### config.mk
export PLATFORM = sky130hd
export DESIGN_NAME = adder_operand_sequencer
export DESIGN_NICKNAME = d
export VERILOG_FILES = /design/src/rtl/adder_operand_sequencer.sv
export SDC_FILE = /design/constraint.sdc
export NUM_CORES = 1
export LEC_CHECK = 0
export CORE_MARGIN = 5
export CORE_UTILIZATION = 40
export DETAILED_ROUTE_END_ITERATION = 10
export HOLD_SLACK_MARGIN = 0.06
export PLACE_DENSITY = 0.76
export SYNTH_ARGS = -nofsm -noshare
export SYNTH_HDL_FRONTEND = slang
export SYNTH_SLANG_ARGS = --single-unit
### constraint.sdc
create_clock -name Clk -period 1.37 [get_ports Clk]
set_input_delay 0.2055 -clock Clk [delete_from_list [all_inputs] [get_ports Clk]]
set_output_delay 0.2055 -clock Clk [all_outputs]
set_load 0.01 [all_outputs]
### src/rtl/adder_operand_sequencer.sv
// Operand/result sequencer for an external carry-ripple adder: loads A/B from a
// switch bus, waits for the ripple chain to settle on Run, then captures Sum/CO/overflow.
module adder_operand_sequencer #(
    parameter int WIDTH         = 16,
    parameter int SETTLE_CYCLES = 2
) (
    input  logic             Clk,
    input  logic             Reset_n,
    input  logic [WIDTH-1:0] Din,
    input  logic             Load_A,
    input  logic             Load_B,
    input  logic             Run,
    input  logic             Accumulate,
    input  logic [WIDTH-1:0] Sum_in,
    input  logic             CO_in,
    output logic [WIDTH-1:0] A_out,
    output logic [WIDTH-1:0] B_out,
    output logic [WIDTH-1:0] Result,
    output logic             Carry,
    output logic             Overflow,
    output logic             Busy,
    output logic             Done
);

    localparam logic [0:0] ST_IDLE   = 1'b0;
    localparam logic [0:0] ST_SETTLE = 1'b1;
    localparam logic [3:0] CNT_LAST  = 4'(SETTLE_CYCLES - 1);

    // Two's-complement overflow: operands agree in sign but the sum does not.
    function automatic logic signed_ovf(input logic signed [WIDTH-1:0] a,
                                        input logic signed [WIDTH-1:0] b,
                                        input logic signed [WIDTH-1:0] s);
        return (a[WIDTH-1] == b[WIDTH-1]) && (s[WIDTH-1] != a[WIDTH-1]);
    endfunction

    logic [0:0]       state_q, state_d;
    logic [3:0]       cnt_q, cnt_d;
    logic             load_a_hist_q, load_b_hist_q, run_hist_q;
    logic [WIDTH-1:0] a_q, a_d;
    logic [WIDTH-1:0] b_q, b_d;
    logic [WIDTH-1:0] result_q, result_d;
    logic             carry_q, carry_d;
    logic             ovf_q, ovf_d;
    logic             busy_q, busy_d;
    logic             done_q, done_d;

    logic             load_a_edge, load_b_edge, run_edge;

    assign load_a_edge = Load_A & ~load_a_hist_q;
    assign load_b_edge = Load_B & ~load_b_hist_q;
    assign run_edge    = Run & ~run_hist_q;

    always_comb begin
        state_d  = state_q;
        cnt_d    = cnt_q;
        a_d      = a_q;
        b_d      = b_q;
        result_d = result_q;
        carry_d  = carry_q;
        ovf_d    = ovf_q;
        busy_d   = busy_q;
        done_d   = 1'b0;

        case (state_q)
            ST_IDLE: begin
                if (load_a_edge) a_d = Din;
                if (load_b_edge) b_d = Din;
                // Operands loaded this cycle are in place well before capture.
                if (run_edge) begin
                    state_d = ST_SETTLE;
                    cnt_d   = 4'd0;
                    busy_d  = 1'b1;
                end
            end
            ST_SETTLE: begin
                cnt_d = cnt_q + 4'd1;
                if (cnt_q == CNT_LAST) begin
                    result_d = Sum_in;
                    carry_d  = CO_in;
                    ovf_d    = signed_ovf(a_q, b_q, Sum_in);
                    if (Accumulate) a_d = Sum_in;
                    cnt_d    = 4'd0;
                    busy_d   = 1'b0;
                    done_d   = 1'b1;
                    state_d  = ST_IDLE;
                end
            end
            default: begin
                state_d = ST_IDLE;
                busy_d  = 1'b0;
            end
        endcase
    end

    // History registers reset high so a button held through reset never fires.
    always_ff @(posedge Clk or negedge Reset_n) begin
        if (!Reset_n) begin
            state_q       <= ST_IDLE;
            cnt_q         <= 4'd0;
            load_a_hist_q <= 1'b1;
            load_b_hist_q <= 1'b1;
            run_hist_q    <= 1'b1;
            a_q           <= '0;
            b_q           <= '0;
            result_q      <= '0;
            carry_q       <= 1'b0;
            ovf_q         <= 1'b0;
            busy_q        <= 1'b0;
            done_q        <= 1'b0;
        end else begin
            state_q       <= state_d;
            cnt_q         <= cnt_d;
            load_a_hist_q <= Load_A;
            load_b_hist_q <= Load_B;
            run_hist_q    <= Run;
            a_q           <= a_d;
            b_q           <= b_d;
            result_q      <= result_d;
            carry_q       <= carry_d;
            ovf_q         <= ovf_d;
            busy_q        <= busy_d;
            done_q        <= done_d;
        end
    end

    assign A_out    = a_q;
    assign B_out    = b_q;
    assign Result   = result_q;
    assign Carry    = carry_q;
    assign Overflow = ovf_q;
    assign Busy     = busy_q;
    assign Done     = done_q;

endmodule

=== Word level (Yosys, flattened, before mapping) ===
Cells that the tools add are included.

* $add $sub $neg: 1
* Equal/unequal tests: 7
* Mux-type cells: 15
* Bitwise operators: 7
* Reductions and logical operators: 5

{| class="wikitable"
|+ Operators by type and width
! kind !! count
|-
| two-way mux 16 bit || 3
|-
| one-hot mux 16 bit (2 select lines) || 1
|-
| two-way mux 4 bit || 2
|-
| one-hot mux 4 bit (2 select lines) || 1
|-
| two-way mux 1 bit || 6
|-
| != test 2 bit, second input constant || 3
|-
| AND reduction 2 bit || 3
|-
| adder 4 x 1 -> 4 bit, second input constant || 1
|-
| equality test 4 x 1 -> 1 bit, second input constant || 1
|-
| inverter 1 bit || 4
|-
| one-hot mux 1 bit (2 select lines) || 2
|-
| bitwise AND 1 bit || 3
|-
| AND reduction 3 bit || 1
|-
| != test 2 x 1 -> 1 bit, second input constant || 1
|-
| equality test 1 bit || 1
|-
| logical AND 1 bit || 1
|-
| != test 1 bit || 1
|}

* Bits in registers: 60
* Input port bits: 39
* Output and inout port bits: 52
* Word-level logic and storage cells: 47

=== Logic depth before layout (Yosys ltp) ===
Gate-level depths: netlist (run 1).

* Word-level depth: 4
* Mapped depth: 6

=== Worst setup path before layout (run 1) ===
No wires, ideal clock.

* Path kind: register to register
* From: reg cnt_q[0]
* To: reg a_q[15] (netlist: A_out[15])
* Library setup time: 123 ps
* Arrival time: 1,390 ps
* Slack: -143 ps
* Stages on the path, launching flop included: 6
* Path buffers: 1
* Clock period less this slack: 1,513 ps
* Cell sequence: dfrtp_1 ha_1 and4bb_4 a21o_4 buf_6 o221a_1

* Cells in the longest elaborated chain, start to end: 3

{| class="wikitable"
|+ Ends and longest elaborated chain
! what !! RTL line !! RTL
|-
| start: declaration || 37 || <nowiki>logic [3:0] cnt_q, cnt_d;</nowiki>
|-
| start signal: assignment || 112 || <nowiki>cnt_q <= cnt_d;</nowiki>
|-
| equality test 4 x 1 -> 1 bit || 77 || <nowiki>if (cnt_q == CNT_LAST) begin</nowiki>
|-
| != test 2 x 1 -> 1 bit (no source line) || - ||
|-
| AND reduction 3 bit (no source line) || - ||
|-
| end signal: assignment || 103 || <nowiki>a_q <= '0;</nowiki>
|-
| end signal: assignment || 116 || <nowiki>a_q <= a_d;</nowiki>
|-
| end: declaration || 39 || <nowiki>logic [WIDTH-1:0] a_q, a_d;</nowiki>
|}

Every way passes these cells.
A chain may end at the register's enable or synchronous reset.

=== Final worst setup path (run 1) ===
* From: reg cnt_q[1]
* To: reg result_q[4] (netlist: Result[4])

* Cells in the longest elaborated chain, start to end: 2

{| class="wikitable"
|+ Ends and longest elaborated chain
! what !! RTL line !! RTL
|-
| equality test 4 x 1 -> 1 bit || 77 ||
|-
| AND reduction 2 bit (no source line) || - ||
|-
| end signal: assignment || 118 || <nowiki>result_q <= result_d;</nowiki>
|-
| end: declaration || 41 || <nowiki>logic [WIDTH-1:0] result_q, result_d;</nowiki>
|}

Every way passes these cells.

==> results of run 1 <==
## registers in the layout, indices dropped and copies added (netlist names), 4 cells and up
signal / count
A_out: 16
B_out: 16
Result: 16
cnt_q: 4
## Yosys cell counts, drive strengths merged
cell	instances
or2b	7
and4bb	1
buf	7
a22o	1
dfstp	3
and2	1
xnor2	1
a21o	1
nor2b	2
and3b	1
nand2	1
o22ai	1
o2bb2ai	2
a21oi	3
dfrtp	57
nand3	2
o221a	16
ha	2
nor2	2
o21ai	3
inv	3
nor3b	2
nand2b	11
mux2	33
## report_power, final
part           switching [mW]  internal (mW)
Combinational            1.50           2.29
Sequential              0.486           2.61
Clock                   0.678          0.933
## cells in the final DEF, fill, tap and decap left out, drive strengths merged, types with 3 or more instances in the layout
| cell type | Yosys | final |
|---|---|---|
| clkdlybuf4s50 | 0 | 37 |
| inv | 3 | 3 |
| nand2b | 11 | 11 |
| o21ai | 3 | 3 |
| a21oi | 3 | 3 |
| dfstp | 3 | 3 |
| or2b | 7 | 7 |
| dlygate4sd2 | 0 | 52 |
| o221a | 16 | 16 |
| dfrtp | 57 | 57 |
| clkbuf | 0 | 12 |
| buf | 7 | 23 |
| mux2 | 33 | 33 |
## per-layer routing
layer	share of wire, %	vias up
met5	0	-
met4	1.1	0
met3	5.8	10
met2	49	52
met1	44	877
li1	-	831
## final cells by class
cell class	count	area share [%]
Multi-Input combinational cell	93	26.0
Inverter	3	0.287
Sequential cell	60	38.4
Clock buffer	12	3.95
Tap cell	75	2.39
Timing Repair Buffer	113	27.8
Clock inverter	4	1.21
## how the worst min path moves through the flow
stage | startpoint | to | slack, ps | cells after the start
5_1_grt | Run | run_hist_q | 310 | 1
3_3_place_gp | Reset_n | Carry | 230 | 2
3_5_place_dp | Reset_n | Result[6] | 240 | 2
6_report | Run | run_hist_q | 310 | 1
4_1_cts | Run | run_hist_q | 310 | 1
2_1_floorplan | Reset_n | A_out[0] | -90 | 0
## metrics by stage
stage	cells	area, um^2	setup TNS (ps)
floorplan	163	2590	-3420
global placement	339	3670	-7980
detailed placement	339	3670	-8890
CTS	361	3940	-5420
global route	360	3920	-8570
finish	360	3920	-5200
## repair_timing
item | in CTS | in global routing
gates resized for setup | 68 | 1
hold endpoints to repair | 57 | 0
setup endpoints to repair | 102 | 50
setup buffers | 4 | 0
hold buffers | 1 | 0
gates cloned | 1 | 0
pin swaps | 1 | 1
## cells by family (layout without fill, tap and decap cells)
kind of cell,count (synthesis),in the layout
buf+inv,10,132
fa+ha+maj,2,2
xor+xnor,1,1
simple gates,30,30
compound gates,27,27
flops,60,60
mux,33,33
==> run summary, run 1 <==
Outcome -> complete, but fails checks
Failing checks -> setup timing
Tmin final -> 1530 ps
WP depth -> 5
Post-synthesis mux area share -> 15.0%
CTS buffer count -> 9
GRT Max-Usage Layer -> met2
Hold/Removal Path Class -> input pin to flip-flop
Sink Count -> 60
RR Startpoint -> cnt_q[1]
Post-layout util -> 65.9%
Synth top area share -> 57.8%
Peak supply drop -> 1010 uV
Simple-gate area share of the yosys netlist -> 9.17%
Reg clk slew, reported paths -> 70 ps
Worst path buffer plus inverter count -> 2
Max stage delay cell, worst path -> dfrtp_1
Flops & latches, synth -> 60
Core area -> 0.00596 mm^2
Final wirelength -> 6470 um
Total GRT Usage -> 17.2%
Register area -> 0.00151 mm^2
Dpl ws -> -245 ps
Maximum clock insertion buffer count -> 2
Leakage -> 1.76 nW
Area grow syn2layout -> 58.9%
I/O pins -> 91
Fill count -> 468
Post-route ant nets -> 0
Sequential area share after synthesis -> 60.9%
Root Driver -> clkbuf_8
CP delay by family, top -> flip-flops
Die width -> 88.6 um
Residual DRC count -> 0
Die ar. -> 0.00785 mm^2
Main combinational cell family by area after synthesis -> multiplexers
CP Max Fanout -> 7
M1 GR Usage -> 21.8%
Fmax -> 655 MHz
Worst Skew -> 5.26 ps
WL per Instance -> 18.0 um
Flop-to-flop setup slack -> -160 ps
1st-iter DRT viols -> 47
Multi-input combinational cell area -> 0.00102 mm^2
Synthesized area -> 0.00247 mm^2
Worst Max-Slew Pin Slew -> 317 ps
Initial antenna violation count -> 0
Crit path to -> Result[4]
Syn_area_per_cell -> 15.2 um^2
Worst R2R Path Depth -> 5
First-pass GRT wire length -> 9850 um
Gr ovfl total -> 0
Final GP Congestion -> 0.766
Initial Util -> 41.5%
Fin Hold WS -> 309 ps
Diodes inserted -> 0
CP startpoint -> cnt_q[1]
Synth cell types -> 26
Number of global-route vias before repair -> 1864
Cells after Synth -> 163
Synth Area in Adders -> 1.01%
Yosys top cell by area -> dfrtp_1
Critical R2R Capture -> Result[4]
Critical setup path kind -> flip-flop to flip-flop
Crit-path max cell delay -> 370 ps
H-tree level count -> 3
Total power -> 8.50 mW
Max_slew headroom -> 78.9%
Crit path cell chain -> inv_1, ha_2, and4bb_4, buf_8, mux2_4
Largest net degree at the start of global routing -> 61
Power Density -> 2170 mW/mm^2
GR Util met2 -> 28.2%
Layout Nets -> 321
Max Slew Vio Count -> 0
Vias per cell -> 4.92
CTS tree -> done
Die Y -> 88.6 um
Synth Area in Compound Gates -> 10.4%
IO buf count -> 90
Post-synth net total -> 204
Final WS setup -> -157 ps
Required time of the critical path -> 1590 ps
Synth area leaders -> dfrtp_1 58%, mux2_2 15%, o221a_1 4.6%
Unrepaired setup endpoints after global routing -> true
Max-capacitance violation count -> 0
Clk_lat worst skew -> 330 ps
Final Cycle Share -> 111%
Nature of the critical path startpoint -> flip-flop
TritonRoute pass-1 iters -> 4
CP arrival -> 1750 ps
Met3 usage -> 4.66%
# rows -> 28
# setup viols final -> 44
Via count -> 1770
Detailed-placement wirelength estimate -> 4650 um
Synth warn -> 0
Post-Synth XOR/XNOR Area -> 0.355%
CP Capture Type -> flip-flop
Fin. Hold Viols -> 0
Fraction of layout cells with a size suffix above 1 -> 30.2%
Note: power is estimated with default switching activity, not from simulation.
==> inputs of run 2 (changes only) <==
--- a/config.mk
+++ b/config.mk
@@ -7,6 +7,7 @@
 export LEC_CHECK = 0
 export CORE_MARGIN = 5
 export CORE_UTILIZATION = 40
+export CTS_CLUSTER_DIAMETER = 30
 export DETAILED_ROUTE_END_ITERATION = 10
 export HOLD_SLACK_MARGIN = 0.06
 export PLACE_DENSITY = 0.76
==> results of run 2 <==
Same layout as run 1: the final DEF is identical, and so are final timing and power.
==> inputs of run 3 (changes only) <==
--- a/config.mk
+++ b/config.mk
@@ -9,8 +9,8 @@
 export CORE_UTILIZATION = 40
 export CTS_CLUSTER_DIAMETER = 30
 export DETAILED_ROUTE_END_ITERATION = 10
+export DONT_BUFFER_PORTS = 1
 export HOLD_SLACK_MARGIN = 0.06
-export PLACE_DENSITY = 0.76
 export SYNTH_ARGS = -nofsm -noshare
 export SYNTH_HDL_FRONTEND = slang
 export SYNTH_SLANG_ARGS = --single-unit
==> run summary, run 3 (synthesized netlist as in run 1, its figures left out) <==
Area grow syn2layout -> 42.2% (was 58.9%)
Leakage -> 1.51 nW (was 1.76 nW)
Max-capacitance violation count -> 0 (unchanged)
Peak supply drop -> 1140 uV (was 1010 uV)
First-pass GRT wire length -> 9910 um (was 9850 um)
Core area -> 0.00596 mm^2 (unchanged)
CTS Hold Bufs -> 36 (was 1)
Most frequent cells in the layout -> 57 x dfrtp_1, 36 x dlygate4sd3_1, 33 x mux2_4 (was 57 x dfrtp_1, 52 x dlygate4sd2_1, 37 x clkdlybuf4s50_1)
Largest net degree at the start of global routing -> 61 (unchanged)
Worst R2R Path Depth -> 5 (unchanged)
Nature of the critical path startpoint -> flip-flop (unchanged)
Residual DRC count -> 0 (unchanged)
Fin Hold WS -> -442 ps (was 309 ps)
Die Y -> 88.6 um (unchanged)
Initial antenna violation count -> 0 (unchanged)
Initial Util -> 41.5% (unchanged)
1st-iter DRT viols -> 63 (was 47)
Fmax -> 645 MHz (was 655 MHz)
IO buf count -> 0 (was 90)
Fraction of layout cells with a size suffix above 1 -> 38.8% (was 30.2%)
Max stage delay cell, worst path -> dfrtp_1 (unchanged)
Worst Skew -> 11.4 ps (was 5.26 ps)
Vias per cell -> 5.30 (was 4.92)
Final WS setup -> -181 ps (was -157 ps)
Max Slew Vio Count -> 0 (unchanged)
Fin. Hold Viols -> 60 (was 0)
Hold/Removal Path Class -> input pin to asynchronous set/reset pin (was input pin to flip-flop)
TritonRoute pass-1 iters -> 4 (unchanged)
Layout Nets -> 268 (was 321)
CP arrival -> 1770 ps (was 1750 ps)
Flop-to-flop setup slack -> -180 ps (was -160 ps)
CP Capture Type -> flip-flop (unchanged)
Crit path cell chain -> inv_2, ha_4, and4bb_4, clkbuf_16, mux2_4 (was inv_1, ha_2, and4bb_4, buf_8, mux2_4)
Maximum clock insertion buffer count -> 2 (unchanged)
I/O pins -> 91 (unchanged)
Via count -> 1627 (was 1770)
# rows -> 28 (unchanged)
Total GRT Usage -> 16.9% (was 17.2%)
Final GP Congestion -> 0.834 (was 0.766)
RR Startpoint -> cnt_q[1] (unchanged)
CP Max Fanout -> 7 (unchanged)
Final wirelength -> 6580 um (was 6470 um)
CTS buffer count -> 9 (unchanged)
Placed Instance Area -> 0.00275 mm^2 (was 0.00367 mm^2)
Sink Count -> 60 (unchanged)
# setup viols final -> 46 (was 44)
Final Cycle Share -> 113% (was 111%)
Post-route ant nets -> 0 (unchanged)
Diodes inserted -> 0 (unchanged)
Final design area excluding fillers -> 0.00351 mm^2 (was 0.00392 mm^2)
Required time of the critical path -> 1590 ps (about the same)
Tmin final -> 1550 ps (was 1530 ps)
Most common cell after layout, fill and taps aside -> dfrtp_1 (unchanged)
Power Density -> 2260 mW/mm^2 (was 2170 mW/mm^2)
Unrepaired setup endpoints after global routing -> true (unchanged)
Post-layout util -> 59.0% (was 65.9%)
WL per Instance -> 21.4 um (was 18.0 um)
H-tree level count -> 3 (unchanged)
Die ar. -> 0.00785 mm^2 (unchanged)
Detailed-placement wirelength estimate -> 4290 um (was 4650 um)
Crit-path max cell delay -> 390 ps (was 370 ps)
Number of global-route vias before repair -> 1820 (was 1864)
Reg clk slew, reported paths -> 70 ps (about the same)
Clk_lat worst skew -> 330 ps (about the same)
Failing checks -> hold timing, setup timing (was setup timing)
Critical R2R Capture -> Result[9] (was Result[4])
Root Driver -> clkbuf_8 (unchanged)
Max_slew headroom -> 85.3% (was 78.9%)
CTS tree -> done (unchanged)
Die width -> 88.6 um (unchanged)
Gr ovfl total -> 0 (unchanged)
Critical setup path kind -> flip-flop to flip-flop (unchanged)
Outcome -> complete, but fails checks (unchanged)
Dpl ws -> -175 ps (was -245 ps)
Worst Max-Slew Pin Slew -> 220 ps (was 317 ps)
==> run 3: cell count changes in the layout (fill, tap and decap cells not counted), moves of 2 or more <==
cell,delta
dlygate4sd3_1,+35
buf_6,+3
clkinv_4,+2
dlygate4sd2_1,-52
clkdlybuf4s50_1,-37
==> run 3: worst max path at each step <==
| stage | start | endpoint | slack, ps | cells after the start |
|---|---|---|---|---|
| finish | cnt_q[1] | Result[9] | -180 | 5 |
| CTS | cnt_q[1] | Result[12] | -180 | 5 |
| floorplan | cnt_q[1] | Result[0] | -110 | 5 |
| detailed placement | cnt_q[1] | Result[5] | -170 | 5 |
| global route | cnt_q[1] | Result[9] | -220 | 5 |
| global placement | cnt_q[1] | Result[4] | -140 | 5 |
==> run 3: critical path: cells and delay by family (launching register included) <==
family,cells,cell delay [ps]
flops,1,390
simple gates,1,370
mux,1,290
buf+inv,2,270
fa+ha+maj,1,120
==> run 3: layout make-up <==
type                       instances  area [um^2]
tap                               75         93.8
inverter                           3         11.3
multi-input combinational         94         1070
clock inverter                     6         87.6
sequential                        60         1510
timing repair buffer              59          606
fill                             489         2440
clock buffer                      10          138
==> run 3: metal layers <==
metal	vias to the layer above	GRT usage, %	part of all wire (%)
met1	835	21.3	40
met4	0	6.87	1.2
met3	8	5.49	8.5
met2	62	27.1	50
met5	-	0	0
li1	722	-	-
==> run 3: power breakdown <==
group,leakage (nW),internal [mW],total (mW),switching (mW)
registers,0.693,2.61,3.66,1.06
logic,0.705,1.65,2.49,0.832
clock network,0.116,1.07,1.77,0.701
total,1.51,5.33,7.92,2.59
==> run 3: timing repair <==
action / CTS / global route
buffers inserted: 5 / 1
gates cloned: 1 / 2
resized for setup: 5 / 18
endpoints found under the hold margin: 105 / 60
pin swaps: 0 / 4
setup endpoints to repair: 49 / 54
==> run 3: metrics by stage <==
stage	total power, mW	TNS (ps)	cells
2_1_floorplan	5.08	-3420	163
3_3_place_gp	5.59	-3600	247
3_5_place_dp	5.71	-5360	247
4_1_cts	7.73	-5620	305
5_1_grt	8.32	-8060	307
6_report	7.92	-5780	307
